==> config.mk <==
export PLATFORM = sky130hd
export DESIGN_NAME = mips_multi_ctrl_flat
export DESIGN_NICKNAME = d
export VERILOG_FILES = /design/src/rtl/mips_multi_ctrl_if.sv /design/src/rtl/mips_multi_ctrl.sv /design/src/flat_wrapper.sv
export SDC_FILE = /design/constraint.sdc
export NUM_CORES = 1
export LEC_CHECK = 0
export BUFFER_PORTS_ARGS = -buffer_cell sky130_fd_sc_hd__buf_2
export CAP_MARGIN = 15
export CORE_UTILIZATION = 39
export CTS_CLUSTER_DIAMETER = 40
export DETAILED_ROUTE_END_ITERATION = 12
export PLACE_DENSITY = 0.76
export SLEW_MARGIN = 20
export SYNTH_ARGS = -nofsm -noshare
export SYNTH_HDL_FRONTEND = slang
export SYNTH_SLANG_ARGS = --single-unit
==> constraint.sdc <==
create_clock -name clk -period 1.21 [get_ports clk]
set_clock_uncertainty 0.1 [all_clocks]
set_input_delay 0 -clock clk [delete_from_list [all_inputs] [get_ports clk]]
set_output_delay 0 -clock clk [all_outputs]
set_load 0.02 [all_outputs]
==> src/rtl/mips_multi_ctrl_if.sv <==
// -----------------------------------------------------------------------------
// mips_multi_ctrl_if
//   Bundle between the multicycle MIPS main controller and its datapath.
//   master : controller side (samples opcode/zero/mem_ready, drives controls)
//   slave  : datapath side   (drives opcode/zero/mem_ready, samples controls)
//
//   opcode     instruction[31:26] from the IR
//   zero       ALU zero flag
//   mem_ready  memory completes the current access this cycle
//   pc_en      PC enable = pc_write | (branch & zero)
//   ir_write   IR enable
//   mem_write  memory write strobe
//   reg_write  register-file write enable
//   iord       address mux: 0 = PC, 1 = ALUOut
//   mem_to_reg write-back data: 0 = ALUOut, 1 = MDR
//   reg_dst    write register: 0 = rt, 1 = rd
//   alu_src_a  0 = PC, 1 = A
//   alu_src_b  00 = B, 01 = 4, 10 = sext imm, 11 = sext imm << 2
//   alu_op     00 = add, 01 = sub, 10 = funct-decoded
//   pc_src     00 = ALU result, 01 = ALUOut, 10 = jump target
//   illegal_op one-cycle pulse on an unknown opcode in DECODE
//   state      current controller state (debug)
// -----------------------------------------------------------------------------
interface mips_multi_ctrl_if #(
  parameter int OPW = 6,
  parameter int SW  = 4
);
  logic [OPW-1:0] opcode;
  logic           zero;
  logic           mem_ready;

  logic           pc_en;
  logic           ir_write;
  logic           mem_write;
  logic           reg_write;
  logic           iord;
  logic           mem_to_reg;
  logic           reg_dst;
  logic           alu_src_a;
  logic [1:0]     alu_src_b;
  logic [1:0]     alu_op;
  logic [1:0]     pc_src;
  logic           illegal_op;
  logic [SW-1:0]  state;

  modport master (
    input  opcode, zero, mem_ready,
    output pc_en, ir_write, mem_write, reg_write, iord, mem_to_reg, reg_dst,
           alu_src_a, alu_src_b, alu_op, pc_src, illegal_op, state
  );

  modport slave (
    output opcode, zero, mem_ready,
    input  pc_en, ir_write, mem_write, reg_write, iord, mem_to_reg, reg_dst,
           alu_src_a, alu_src_b, alu_op, pc_src, illegal_op, state
  );
endinterface

==> src/rtl/mips_multi_ctrl.sv <==
// -----------------------------------------------------------------------------
// mips_multi_ctrl
//   Moore main control FSM for the multicycle MIPS datapath. Sequences each
//   instruction through fetch / decode / execute / memory / write-back,
//   stretching FETCH, MEMRD and MEMWR until mem_ready.
//
//   clk    rising-edge clock
//   reset  asynchronous, active-high; forces FETCH and zeroes every output
//   bus    mips_multi_ctrl_if.master (opcode/zero/mem_ready in, controls out)
// -----------------------------------------------------------------------------
module mips_multi_ctrl #(
  parameter int OPW = 6,
  parameter int SW  = 4
) (
  input  logic              clk,
  input  logic              reset,
  mips_multi_ctrl_if.master bus
);

  typedef enum logic [SW-1:0] {
    S_FETCH   = SW'(0),
    S_DECODE  = SW'(1),
    S_MEMADR  = SW'(2),
    S_MEMRD   = SW'(3),
    S_MEMWB   = SW'(4),
    S_MEMWR   = SW'(5),
    S_EXECUTE = SW'(6),
    S_ALUWB   = SW'(7),
    S_BRANCH  = SW'(8),
    S_ADDIEX  = SW'(9),
    S_ADDIWB  = SW'(10),
    S_JUMP    = SW'(11)
  } state_e;

  localparam logic [OPW-1:0] OP_R    = OPW'(6'b000000);
  localparam logic [OPW-1:0] OP_LW   = OPW'(6'b100011);
  localparam logic [OPW-1:0] OP_SW   = OPW'(6'b101011);
  localparam logic [OPW-1:0] OP_BEQ  = OPW'(6'b000100);
  localparam logic [OPW-1:0] OP_ADDI = OPW'(6'b001000);
  localparam logic [OPW-1:0] OP_J    = OPW'(6'b000010);

  state_e     r_state;
  state_e     w_next;

  logic       w_pc_write;
  logic       w_branch;
  logic       w_ir_write;
  logic       w_mem_write;
  logic       w_reg_write;
  logic       w_iord;
  logic       w_mem_to_reg;
  logic       w_reg_dst;
  logic       w_alu_src_a;
  logic [1:0] w_alu_src_b;
  logic [1:0] w_alu_op;
  logic [1:0] w_pc_src;
  logic       w_illegal;

  // State register: the only storage in the block.
  // NOTE: sequential state uses non-blocking (<=) so every flop samples the
  // pre-edge value of its inputs regardless of process ordering.
  always_ff @(posedge clk or posedge reset) begin
    if (reset) r_state <= S_FETCH;
    else       r_state <= w_next;
  end

  // Next-state and Moore output decode.
  // NOTE: every signal gets a default before the case so no path leaves it
  // unassigned, which would otherwise infer a latch.
  always_comb begin
    w_next       = S_FETCH;
    w_pc_write   = 1'b0;
    w_branch     = 1'b0;
    w_ir_write   = 1'b0;
    w_mem_write  = 1'b0;
    w_reg_write  = 1'b0;
    w_iord       = 1'b0;
    w_mem_to_reg = 1'b0;
    w_reg_dst    = 1'b0;
    w_alu_src_a  = 1'b0;
    w_alu_src_b  = 2'b00;
    w_alu_op     = 2'b00;
    w_pc_src     = 2'b00;
    w_illegal    = 1'b0;

    case (r_state)
      S_FETCH: begin
        // PC+4 through the ALU; IR and PC load together when memory is ready.
        w_alu_src_b = 2'b01;
        w_ir_write  = bus.mem_ready;
        w_pc_write  = bus.mem_ready;
        w_next      = bus.mem_ready ? S_DECODE : S_FETCH;
      end
      S_DECODE: begin
        // Precompute the branch target into ALUOut while decoding.
        w_alu_src_b = 2'b11;
        case (bus.opcode)
          OP_LW, OP_SW: w_next = S_MEMADR;
          OP_R:         w_next = S_EXECUTE;
          OP_BEQ:       w_next = S_BRANCH;
          OP_ADDI:      w_next = S_ADDIEX;
          OP_J:         w_next = S_JUMP;
          default: begin
            w_illegal = 1'b1;
            w_next    = S_FETCH;
          end
        endcase
      end
      S_MEMADR: begin
        w_alu_src_a = 1'b1;
        w_alu_src_b = 2'b10;
        w_next      = (bus.opcode == OP_SW) ? S_MEMWR : S_MEMRD;
      end
      S_MEMRD: begin
        w_iord = 1'b1;
        w_next = bus.mem_ready ? S_MEMWB : S_MEMRD;
      end
      S_MEMWB: begin
        w_mem_to_reg = 1'b1;
        w_reg_write  = 1'b1;
      end
      S_MEMWR: begin
        // Strobe stays up for every wait cycle of the store.
        w_iord      = 1'b1;
        w_mem_write = 1'b1;
        w_next      = bus.mem_ready ? S_FETCH : S_MEMWR;
      end
      S_EXECUTE: begin
        w_alu_src_a = 1'b1;
        w_alu_op    = 2'b10;
        w_next      = S_ALUWB;
      end
      S_ALUWB: begin
        w_reg_dst   = 1'b1;
        w_reg_write = 1'b1;
      end
      S_BRANCH: begin
        w_alu_src_a = 1'b1;
        w_alu_op    = 2'b01;
        w_pc_src    = 2'b01;
        w_branch    = 1'b1;
      end
      S_ADDIEX: begin
        w_alu_src_a = 1'b1;
        w_alu_src_b = 2'b10;
        w_next      = S_ADDIWB;
      end
      S_ADDIWB: begin
        w_reg_write = 1'b1;
      end
      S_JUMP: begin
        w_pc_src   = 2'b10;
        w_pc_write = 1'b1;
      end
      default: w_next = S_FETCH; // unused encodings recover, outputs stay 0
    endcase
  end

  // Outputs are gated by reset so enables drop the instant reset rises,
  // independent of the state register's clear-to-FETCH (FETCH itself drives
  // nonzero selects and a mem_ready-qualified IR/PC load).
  assign bus.pc_en      = ~reset & (w_pc_write | (w_branch & bus.zero));
  assign bus.ir_write   = ~reset & w_ir_write;
  assign bus.mem_write  = ~reset & w_mem_write;
  assign bus.reg_write  = ~reset & w_reg_write;
  assign bus.iord       = ~reset & w_iord;
  assign bus.mem_to_reg = ~reset & w_mem_to_reg;
  assign bus.reg_dst    = ~reset & w_reg_dst;
  assign bus.alu_src_a  = ~reset & w_alu_src_a;
  assign bus.alu_src_b  = reset ? 2'b00 : w_alu_src_b;
  assign bus.alu_op     = reset ? 2'b00 : w_alu_op;
  assign bus.pc_src     = reset ? 2'b00 : w_pc_src;
  assign bus.illegal_op = ~reset & w_illegal;
  assign bus.state      = r_state;

endmodule

==> src/flat_wrapper.sv <==
// flat-port wrapper written by rule: the top's interface ports become plain ports
module mips_multi_ctrl_flat 
#(
  parameter int OPW = 6,
  parameter int SW  = 4
)
  (clk, reset, bus_opcode, bus_zero, bus_mem_ready, bus_pc_en, bus_ir_write, bus_mem_write, bus_reg_write, bus_iord, bus_mem_to_reg, bus_reg_dst, bus_alu_src_a, bus_alu_src_b, bus_alu_op, bus_pc_src, bus_illegal_op, bus_state);
  mips_multi_ctrl_if #(.OPW(OPW), .SW(SW)) bus_i ();
  input  logic clk;
  input  logic reset;
  input wire logic [$bits(bus_i.opcode)-1:0] bus_opcode;
  input wire logic [$bits(bus_i.zero)-1:0] bus_zero;
  input wire logic [$bits(bus_i.mem_ready)-1:0] bus_mem_ready;
  output wire logic [$bits(bus_i.pc_en)-1:0] bus_pc_en;
  output wire logic [$bits(bus_i.ir_write)-1:0] bus_ir_write;
  output wire logic [$bits(bus_i.mem_write)-1:0] bus_mem_write;
  output wire logic [$bits(bus_i.reg_write)-1:0] bus_reg_write;
  output wire logic [$bits(bus_i.iord)-1:0] bus_iord;
  output wire logic [$bits(bus_i.mem_to_reg)-1:0] bus_mem_to_reg;
  output wire logic [$bits(bus_i.reg_dst)-1:0] bus_reg_dst;
  output wire logic [$bits(bus_i.alu_src_a)-1:0] bus_alu_src_a;
  output wire logic [$bits(bus_i.alu_src_b)-1:0] bus_alu_src_b;
  output wire logic [$bits(bus_i.alu_op)-1:0] bus_alu_op;
  output wire logic [$bits(bus_i.pc_src)-1:0] bus_pc_src;
  output wire logic [$bits(bus_i.illegal_op)-1:0] bus_illegal_op;
  output wire logic [$bits(bus_i.state)-1:0] bus_state;
  assign bus_i.opcode = bus_opcode;
  assign bus_i.zero = bus_zero;
  assign bus_i.mem_ready = bus_mem_ready;
  assign bus_pc_en = bus_i.pc_en;
  assign bus_ir_write = bus_i.ir_write;
  assign bus_mem_write = bus_i.mem_write;
  assign bus_reg_write = bus_i.reg_write;
  assign bus_iord = bus_i.iord;
  assign bus_mem_to_reg = bus_i.mem_to_reg;
  assign bus_reg_dst = bus_i.reg_dst;
  assign bus_alu_src_a = bus_i.alu_src_a;
  assign bus_alu_src_b = bus_i.alu_src_b;
  assign bus_alu_op = bus_i.alu_op;
  assign bus_pc_src = bus_i.pc_src;
  assign bus_illegal_op = bus_i.illegal_op;
  assign bus_state = bus_i.state;
  mips_multi_ctrl #(.OPW(OPW), .SW(SW)) u_core (.clk(clk), .reset(reset), .bus(bus_i));
endmodule
==> run summary, run 1 <==
The number of antenna diodes is 0, and the number of DRC violations after detailed-routing iteration 0 is 37. The relative contribution of the clock network to total power is 0.086. The finished layout cell area is 1250 um^2. The flip-flop count of the largest register after layout was 4; the power per cell area was 1640 nW/um^2. Global routing's busiest layer: met2.

Timing would allow up to 0.600 GHz. The logs give 0.374 for the global routing usage summed across all routing layers and 0.945 mW for the net switching power. The path class of the tightest hold or removal check is input pin to asynchronous set/reset pin. Across all hold checks on the routed design, the worst slack comes to 0.0546 ns. Input and output buffers added on the ports amount to 28. The logs give 19 for the final setup violation count and 0.408 for the met1 usage.

The final-report max-slew violation count was 0; the total of fill cells in the finished design was 60. For the total congestion overflow after global routing, the log shows 0. The number of global-route vias before repair was 835. Summing all placed instances gives a cell area of 912 um^2.

The tools report the worst-case setup margin in the final layout as -0.457 ns. Setup repair after global routing could not meet its margin everywhere. At the end of the flow, the number of nets in the layout was 144. The flow ran to the end, but the final reports show violations. The tools report the met2 layer usage reported by global route as 0.652. The pre-CTS setup slack came out at -0.189 ns. The mapped cell area is 594 um^2. The logs give 0 for the number of antenna violations at the first check in global routing and 9 for the largest net degree at the start of global routing.

The core outline area is 1370 um^2. Counting tap cells, the placed design contains a total of 130 instances. The die is 41.0 um tall. A synthesized cell averages 7.92 um^2. The final reports fail on setup timing. The tools report the post-route antenna net violation count as 0. The run gives 0.777 as the proportion of power drawn by combinational gates. Internal power comes to 1.11 mW.

The tools report the clock latency on the worst-skew pair as 0.24 ns. The total of warnings raised by yosys is 0. By startpoint and endpoint, the worst setup path is classified as flop to output pin. For the total leakage power, the log shows 0.558 nW. The final instance count without filler cells was 147.

The placed wire-length estimate after detailed placement was 1470 um; the I/O pin total was 29. Compared with the post-synthesis result, the final layout area differs by 111%. The H-tree depth is 1, and the worst voltage drop across the vdd grid is 0.00157 V. The CTS root buffer was sky130_fd_sc_hd__clkbuf_4.

Number of iterations in the first detailed-routing pass: 4. The clock period minus worst slack is 1.67 ns. The width of the die came out at 41.0 um. The post-synthesis sequential area ratio was 0.168; the cell row count was 13. The logs give 0.728 for the normalized max-slew margin and 0.435 for the effective utilization at floorplan. By area the synthesized netlist is led by sky130_fd_sc_hd__dfrtp_1 17%, sky130_fd_sc_hd__nor2_1 5.7%, sky130_fd_sc_hd__buf_4 5.1%. The transition time of the tightest slew-check pin is 0.404 ns, and the number of buffers on the longest clock path is 2. The total vias in the final route was 937. Dividing the detail-routed wire length by the instance count gives 21.6 um. The count of mapped cells out of synthesis is 75. Startpoint class of the critical path: a flop. For the number of hold-slack violations in the final timing report, the log shows 0.

Proportion of total power due to net switching: 0.460. The nature of the critical path endpoint is an output pin. The detail-routed via count per cell came out at 6.37.

The total routed wirelength was 3180 um. The met3 capacity usage during global routing is 0.0598. The sequential cell fraction of total power came out at 0.138.

Summed over all instances, the cell type with the most area after synthesis is sky130_fd_sc_hd__dfrtp_1. TritonCTS built the clock tree. In this run the worst path has a maximum fanout of 8. The share of Yosys cell area claimed by the top area cell type was 0.168. Clock-pin slew was measured on the worst setup and hold paths at 0.05 ns. The synthesized net count is 85, and the share of final-layout standard cells stronger than drive strength 1 is 0.697. Clock tree synthesis inserted a total of 3 buffers. The floorplan step defined a die boundary enclosing 1680 um^2.

The wire length of the first global-routing pass is 3940 um. The congestion estimate from routability-driven global placement came to 0.779. For the final routed database, the setup TNS stands at -6.01 ns. The part of the cycle the worst path needs was 1.38.

The detailed-route DRC error count is 0, and the data required time of the worst path is 1.11 ns. The clock net in this run drives a total of 4 sinks. For the worst setup path, the data arrival time is 1.57 ns. Counting distinct cell types in the post-synthesis netlist gives 44.

Across the run, the number of max-cap violations was 0. The number of storage elements in the synthesis netlist came out at 4.
cells by family (layout without fill, tap and decap cells):
logic type             count (synthesis)  after routing  share of synthesized area
AO/OA/AOI/OAI                         15             15                      0.208
XOR/XNOR                               2              2                     0.0295
buffers and inverters                 11             68                      0.122
AND/OR/NAND/NOR                       43             43                      0.472
flip-flops                             4              4                      0.168
power groups by stage:
stage	clock (mW)	sequential (mW)	combinational [mW]
after detailed placement	0	0.269	1.08
final	0.176	0.283	1.60
after global placement	0	0.263	1.06
after floorplan	0	0.269	0.704
after CTS	0.171	0.264	1.40
after global routing	0.184	0.286	1.66
metrics by stage:
| stage | utilization | total power [mW] |
|---|---|---|
| 2_1_floorplan | - | 0.973 |
| 3_3_place_gp | 0.668 | 1.32 |
| 3_5_place_dp | 0.668 | 1.35 |
| 4_1_cts | 0.852 | 1.83 |
| 5_1_grt | 0.916 | 2.13 |
| 6_report | 0.916 | 2.06 |
final timing paths:
path	start	to	slack (ns)	cells after the start
worst max register to register	u_core.bus.state[2]$_DFF_PP0_	u_core.bus.state[0]$_DFF_PP0_	-0.42	6
min in group clk	bus_opcode[4]	u_core.bus.state[3]$_DFF_PP0_	0.08	4
worst min register to register	u_core.bus.state[3]$_DFF_PP0_	u_core.bus.state[0]$_DFF_PP0_	0.57	2
max in group asynchronous	reset	u_core.bus.state[1]$_DFF_PP0_	0.39	4
worst min-delay path	reset	u_core.bus.state[0]$_DFF_PP0_	0.05	4
worst max-delay path	u_core.bus.state[2]$_DFF_PP0_	bus_reg_write	-0.46	4
area by class of cell:
cell class	instances	area, um^2	area share
Clock buffer	3	22.5	0.0180
Inverter	4	17.5	0.0140
Multi-Input combinational cell	60	583	0.466
Sequential cell	4	105	0.0840
Tap cell	15	18.8	0.0150
Timing Repair Buffer	61	504	0.403
cells in the mapped netlist, drive strengths merged:
| library cell | number |
|---|---|
| nand4 | 1 |
| nand3 | 2 |
| o221ai | 1 |
| nand3b | 2 |
| or2 | 1 |
| a21o | 1 |
| a31oi | 1 |
| nor4 | 2 |
| a41oi | 1 |
| inv | 4 |
| nand2b | 4 |
| a211oi | 1 |
| or3 | 3 |
| a21boi | 1 |
| nand4bb | 1 |
| and4b | 1 |
| and2b | 1 |
| nor2 | 9 |
| o31a | 1 |
| or3b | 1 |
| nand2 | 2 |
| and2 | 1 |
| a2111oi | 1 |
| and3 | 2 |
| a221o | 1 |
| xor2 | 2 |
| o2111ai | 1 |
| o21bai | 1 |
| nor3b | 1 |
| and3b | 1 |
| a311oi | 1 |
| and4 | 2 |
| nor3 | 4 |
| a21oi | 3 |
| dfrtp | 4 |
| buf | 7 |
| nand4b | 2 |
cells in the final DEF (no fill, tap or decap), types with 2 or more instances in the layout:
cell type / count
sky130_fd_sc_hd__nand2_1: 2
sky130_fd_sc_hd__nand3_1: 2
sky130_fd_sc_hd__nand4b_1: 2
sky130_fd_sc_hd__or3_4: 2
sky130_fd_sc_hd__dlygate4sd3_1: 2
sky130_fd_sc_hd__nand3b_1: 2
sky130_fd_sc_hd__inv_1: 3
sky130_fd_sc_hd__and3_1: 2
sky130_fd_sc_hd__xor2_1: 2
sky130_fd_sc_hd__nor3_1: 3
sky130_fd_sc_hd__dfrtp_2: 4
sky130_fd_sc_hd__clkbuf_4: 4
sky130_fd_sc_hd__nor2_4: 2
sky130_fd_sc_hd__nor2_1: 2
sky130_fd_sc_hd__a21oi_4: 2
sky130_fd_sc_hd__buf_2: 14
sky130_fd_sc_hd__buf_6: 19
sky130_fd_sc_hd__nor2_2: 5
sky130_fd_sc_hd__buf_4: 24
sky130_fd_sc_hd__nand2b_4: 3
repair_timing:
action / in CTS / in global routing
hold buffers: 2 / 1
hold endpoints to repair: 5 / 1
setup buffers: 10 / 1
resized for setup: 36 / 15
pin swaps: 10 / 6
setup endpoints to repair: 18 / 19
critical path, cell delays in order, from the launching register on:
cell                      delay, ns
sky130_fd_sc_hd__dfrtp_2       0.45
sky130_fd_sc_hd__or3b_1        0.38
sky130_fd_sc_hd__a21o_1        0.20
sky130_fd_sc_hd__a21oi_4       0.15
sky130_fd_sc_hd__buf_6         0.14
per-layer routing:
metal  share of wire  vias to the layer above  wire [um]
li1                -                      404          -
met1            0.38                      448       1220
met2            0.50                       65       1580
met3           0.070                       20        223
met4           0.049                        0        155
met5               0                        -          0
Power figures use the tool's default switching activity.
==> run 2, diff against run 1 <==
PLACE_DENSITY = 0.8   (was 0.76)
==> run summary, run 2 <==
The width of the die works out to 41.0 um (unchanged). For the I/O pin total, the log shows 29 (unchanged). The number of antenna violations at the first check in global routing was 0; the clock buffer count from CTS was 3 (unchanged). The pin category terminating the worst setup path after the last repair was a top-level output. The run gives 1530 um (+3.7%) as the placed wire-length estimate after detailed placement.

The clock net sink count was 4 (unchanged). The pre-CTS setup slack was -0.160 ns (+0.0290 ns); the y dimension of the die was 41.0 um (unchanged). The mapped cell area was 594 um^2 (unchanged). Ranked by instance count, the synthesized netlist is headed by 9 x sky130_fd_sc_hd__nor2_1, 4 x sky130_fd_sc_hd__buf_4, 4 x sky130_fd_sc_hd__dfrtp_1. The final RePlAce weighted congestion is 0.813 (+4.4%). CTS root buffer: sky130_fd_sc_hd__clkbuf_4. The logs give 75 (unchanged) for the count of mapped cells out of synthesis and 0.168 (unchanged) for the post-synthesis sequential area ratio.

The mean area per synthesized cell is 7.92 um^2 (unchanged). The largest net degree at the start of global routing came out at 9. The logs give 0.435 (unchanged) for the effective utilization at floorplan and 85 (unchanged) for the synthesized net count. The tool reported: "[ERROR DPL-0033] detailed placement checks failed during check placement". The cell type with the largest total area after synthesis was sky130_fd_sc_hd__dfrtp_1. Most instantiated library cell after synthesis: sky130_fd_sc_hd__nor2_1. The dominant register cell in the synthesized netlist was sky130_fd_sc_hd__dfrtp_1.

When the last timing repair stopped, the worst path ended at bus_reg_write. The H-tree depth is 1 (unchanged), and the number of enable-type register cells in the synthesized netlist is 0 (unchanged). Cell row count: 13 (unchanged).

The number of buffer cells added on primary ports came out at 28 (unchanged). The share of Yosys cell area claimed by the top area cell type came out at 0.168 (unchanged). The number of storage elements in the synthesis netlist works out to 4 (unchanged). Async set or reset register ratio after synthesis: 1.00 (unchanged).

The run gives 44 (unchanged) as the count of distinct cell types in the synthesized netlist. The number of buffers on the longest clock path came out at 2 (unchanged). Last stage the flow got to: global routing (5_1_grt). The run stopped with a tool error. By area the synthesized netlist is led by sky130_fd_sc_hd__dfrtp_1 17%, sky130_fd_sc_hd__nor2_1 5.7%, sky130_fd_sc_hd__buf_4 5.1%. The tools report the total of warnings raised by yosys as 0 (unchanged).
==> run 2: cell counts after synthesis <==
No cell type changed its count.
==> run 2: cells by family after synthesis <==
kind of cell    after synthesis  share of synthesized area
compound gates               15                      0.208
xor+xnor                      2                     0.0295
buf+inv                      11                      0.122
flops                         4                      0.168
simple gates                 43                      0.472
==> run 2: per-stage QoR <==
| stage | utilization | TNS (ns) | cells | cell area (um^2) |
|---|---|---|---|---|
| after detailed placement | 0.668 | -1.00 | 130 | 912 |
| after global placement | 0.668 | -0.749 | 130 | 912 |
| after CTS | 0.937 | -4.93 | 148 | 1280 |
| after floorplan | - | -2.54 | 75 | 679 |
==> run 2: what timing repair did <==
action / in CTS
pin swaps: 12
hold buffers: 1
endpoints found under the setup margin: 18
buffers inserted: 14
hold endpoints to repair: 4
gates resized for setup: 56
==> run 3, diff against run 2 <==
CORE_AREA = 2 2 63 65   (was default)
CORE_UTILIZATION = default   (was 39)
CTS_CLUSTER_DIAMETER = default   (was 40)
DIE_AREA = 0 0 65 67   (was default)
PLACE_DENSITY = default   (was 0.8)
PLACE_DENSITY_LB_ADDON = 0.15   (was default)
clock period = 1.6 ns   (was 1.21 ns; I/O delays follow)
==> run summary, run 3 (same netlist as run 1, synthesis figures left out) <==
The clock buffer count from CTS is 3 (unchanged), and the total leakage power is 0.435 nW. Across all setup checks in the final design, the least slack found is 0.00436 ns. Number of hold-slack violations in the final timing report: 0. The y dimension of the die was 67 um (+63%).

The number of global-route vias before repair was 743. Counting the fill cells in the layout gives 399. For the maximum frequency from static timing analysis, the log shows 0.627 GHz.

The tools report the placed wire-length estimate after detailed placement as 1630 um (+6.6%). At the pin with the least slew margin, the transition time is 0.396 ns. The end point of the critical path is bus_illegal_op. For this design the ratio of total power to cell area is 1220 nW/um^2.

The number of antenna diodes came out at 0. The flip-flop count of the largest register after layout is 4, and the total congestion overflow after global routing is 0. The final RePlAce weighted congestion was 0.770 (-5.4%).

The global routing usage summed across all routing layers was 0.105. Setup repair after global routing could not meet its margin everywhere. The number of nets at the end of the flow is 127. Relative to the synthesized area, the layout overhead comes to 65.5%. Summing over every cut layer, the via total after detailed routing is 748. Clock latency on the worst-skew pair, taken at its later pin, is 0.22 ns. Cell row count: 22 (+9).

In the routed design, unresolved DRC markers number 0. For the H-tree depth, the log shows 1 (unchanged). In this run the clock root is driven by a sky130_fd_sc_hd__clkbuf_8. TritonCTS built the clock tree.

The type of the tightest min-delay check was input pin to flop. The width of the die works out to 65 um (+58%). The number of buffer cells added on primary ports is 28 (unchanged). The start point of the critical path was u_core.bus.state[3]$_DFF_PP0_. The share of final-layout standard cells stronger than drive strength 1 was 0.509; the core outline area was 3610 um^2. For the final setup violation count, the log shows 0. At the worst endpoint, the arrival time is 1.50 ns. The run finished with clean final reports. The number of cells on the worst reg-to-reg path is 4.

After detailed routing, the total wire length is 2170 um. The clock net sink count is 4 (unchanged). Leaving out fill and tap cells, the most frequent cell in the layout is sky130_fd_sc_hd__buf_2. For the effective utilization at floorplan, the log shows 0.165 (-0.270). Clock-pin slew was measured on the worst setup and hold paths at 0.04 ns. The tools report the I/O pin total as 29 (unchanged). The first global-routing pass estimated 3510 um of wire. The signal on the critical path passes through or2_4 -> a2111oi_4 -> and3b_1 -> buf_6. For the number of DRC violations after detailed-routing iteration 0, the log shows 26. For this run, the slowest stage of the critical path takes 0.45 ns.

STA puts the critical path data required time at 1.50 ns. The critical path is of the flop to output pin type. The number of antenna violations at the first check in global routing came out at 0. The nature of the critical path endpoint is an output pin. In this run the most critical hold path is launched from bus_opcode[4]. Leaving out fill and tap cells, the most frequent cells in the layout are 21 x sky130_fd_sc_hd__buf_2, 16 x sky130_fd_sc_hd__buf_4, 8 x sky130_fd_sc_hd__nor2_1, 4 x sky130_fd_sc_hd__buf_6, 4 x sky130_fd_sc_hd__dfrtp_2. After routing, the total negative slack on setup checks comes to 0 ns.

Number of iterations in the first detailed-routing pass: 4. The pre-CTS setup slack came out at 0.101 ns (+0.262 ns). The largest net degree at the start of global routing came out at 11. The setup slack of the worst register-to-register path was 0.17 ns; the part of the cycle the worst path needs was 0.997. The maximum fanout encountered on the critical timing path was 7; the worst voltage drop across the vdd grid was 0.000245 V. The worst register-to-register path ends at u_core.bus.state[0]$_DFF_PP0_. The worst register-to-register path begins at u_core.bus.state[1]$_DFF_PP0_. The final-report max-slew violation count was 0. The routed wirelength normalized by instance count works out to 13.2 um.

The normalized max-slew margin was 0.733; the number of max-capacitance violations reported was 0. The run gives 0 as the post-route antenna net violation count. The routed design could run at a clock period as short as 1.60 ns. The detail-routed via count per cell came out at 4.56. The worst setup path is launched from a flop. The number of buffers on the longest clock path was 2 (unchanged); the overall die area was 4360 um^2. Among all stages on the critical path, the largest delay is contributed by sky130_fd_sc_hd__dfrtp_2.
run 3: layout make-up:
| type | count | area, um^2 | share of cell area |
|---|---|---|---|
| multi-input cells | 60 | 458 | 0.466 |
| repair buffers | 44 | 294 | 0.299 |
| flip-flops and latches | 4 | 105 | 0.107 |
| well taps | 48 | 60.1 | 0.0611 |
| clock buffers | 4 | 45.0 | 0.0458 |
| inverters | 4 | 21.3 | 0.0216 |
run 3: critical path: cells and delay by family (launching register included):
kind / cells / cell delay (ns)
AO/OA/AOI/OAI: 1 / 0.19
buffers and inverters: 1 / 0.12
flip-flops: 1 / 0.45
AND/OR/NAND/NOR: 2 / 0.50
run 3: what timing repair did:
item                                    4_1_cts  5_1_grt
endpoints found under the setup margin        7       11
buffers inserted                              5        3
hold buffers                                  2        0
endpoints found under the hold margin         5        0
cloned                                        0        0
pin swaps                                     1        2
gates resized for setup                       9       13
run 3: how the worst min path moves through the flow:
| stage | endpoint | slack [ns] | depth (start not counted) |
|---|---|---|---|
| after global placement | u_core.bus.state[0]$_DFF_PP0_ | -0.07 | 2 |
| after floorplan | u_core.bus.state[0]$_DFF_PP0_ | -0.31 | 1 |
| after detailed placement | u_core.bus.state[0]$_DFF_PP0_ | -0.08 | 2 |
| after global routing | u_core.bus.state[3]$_DFF_PP0_ | 0.06 | 4 |
| final | u_core.bus.state[3]$_DFF_PP0_ | 0.01 | 4 |
| after CTS | u_core.bus.state[3]$_DFF_PP0_ | 0.02 | 4 |
run 3: per-stage QoR:
stage	cells	area [um^2]	power, mW	hold WS, ns	util
floorplan	75	606	0.650	-0.315	-
global placement	150	790	0.827	-0.0661	0.219
detailed placement	150	790	0.823	-0.0847	0.219
CTS	161	910	1.11	0.0152	0.252
global route	164	983	1.30	0.0606	0.273
finish	164	983	1.20	0.0140	0.273
run 3: per-layer routing:
layer	GRT usage	share of wire	routed length (um)
met5	0	0	0
met4	0.0479	0.015	33
met3	0.0135	0.050	109
met2	0.180	0.46	1010
met1	0.130	0.47	1020
run 3: power by group:
group / switching (mW) / internal (mW) / total (mW)
Clock: 0.0633 / 0.171 / 0.234
Combinational: 0.413 / 0.365 / 0.777
Sequential: 0.0564 / 0.135 / 0.191
Total: 0.532 / 0.670 / 1.20
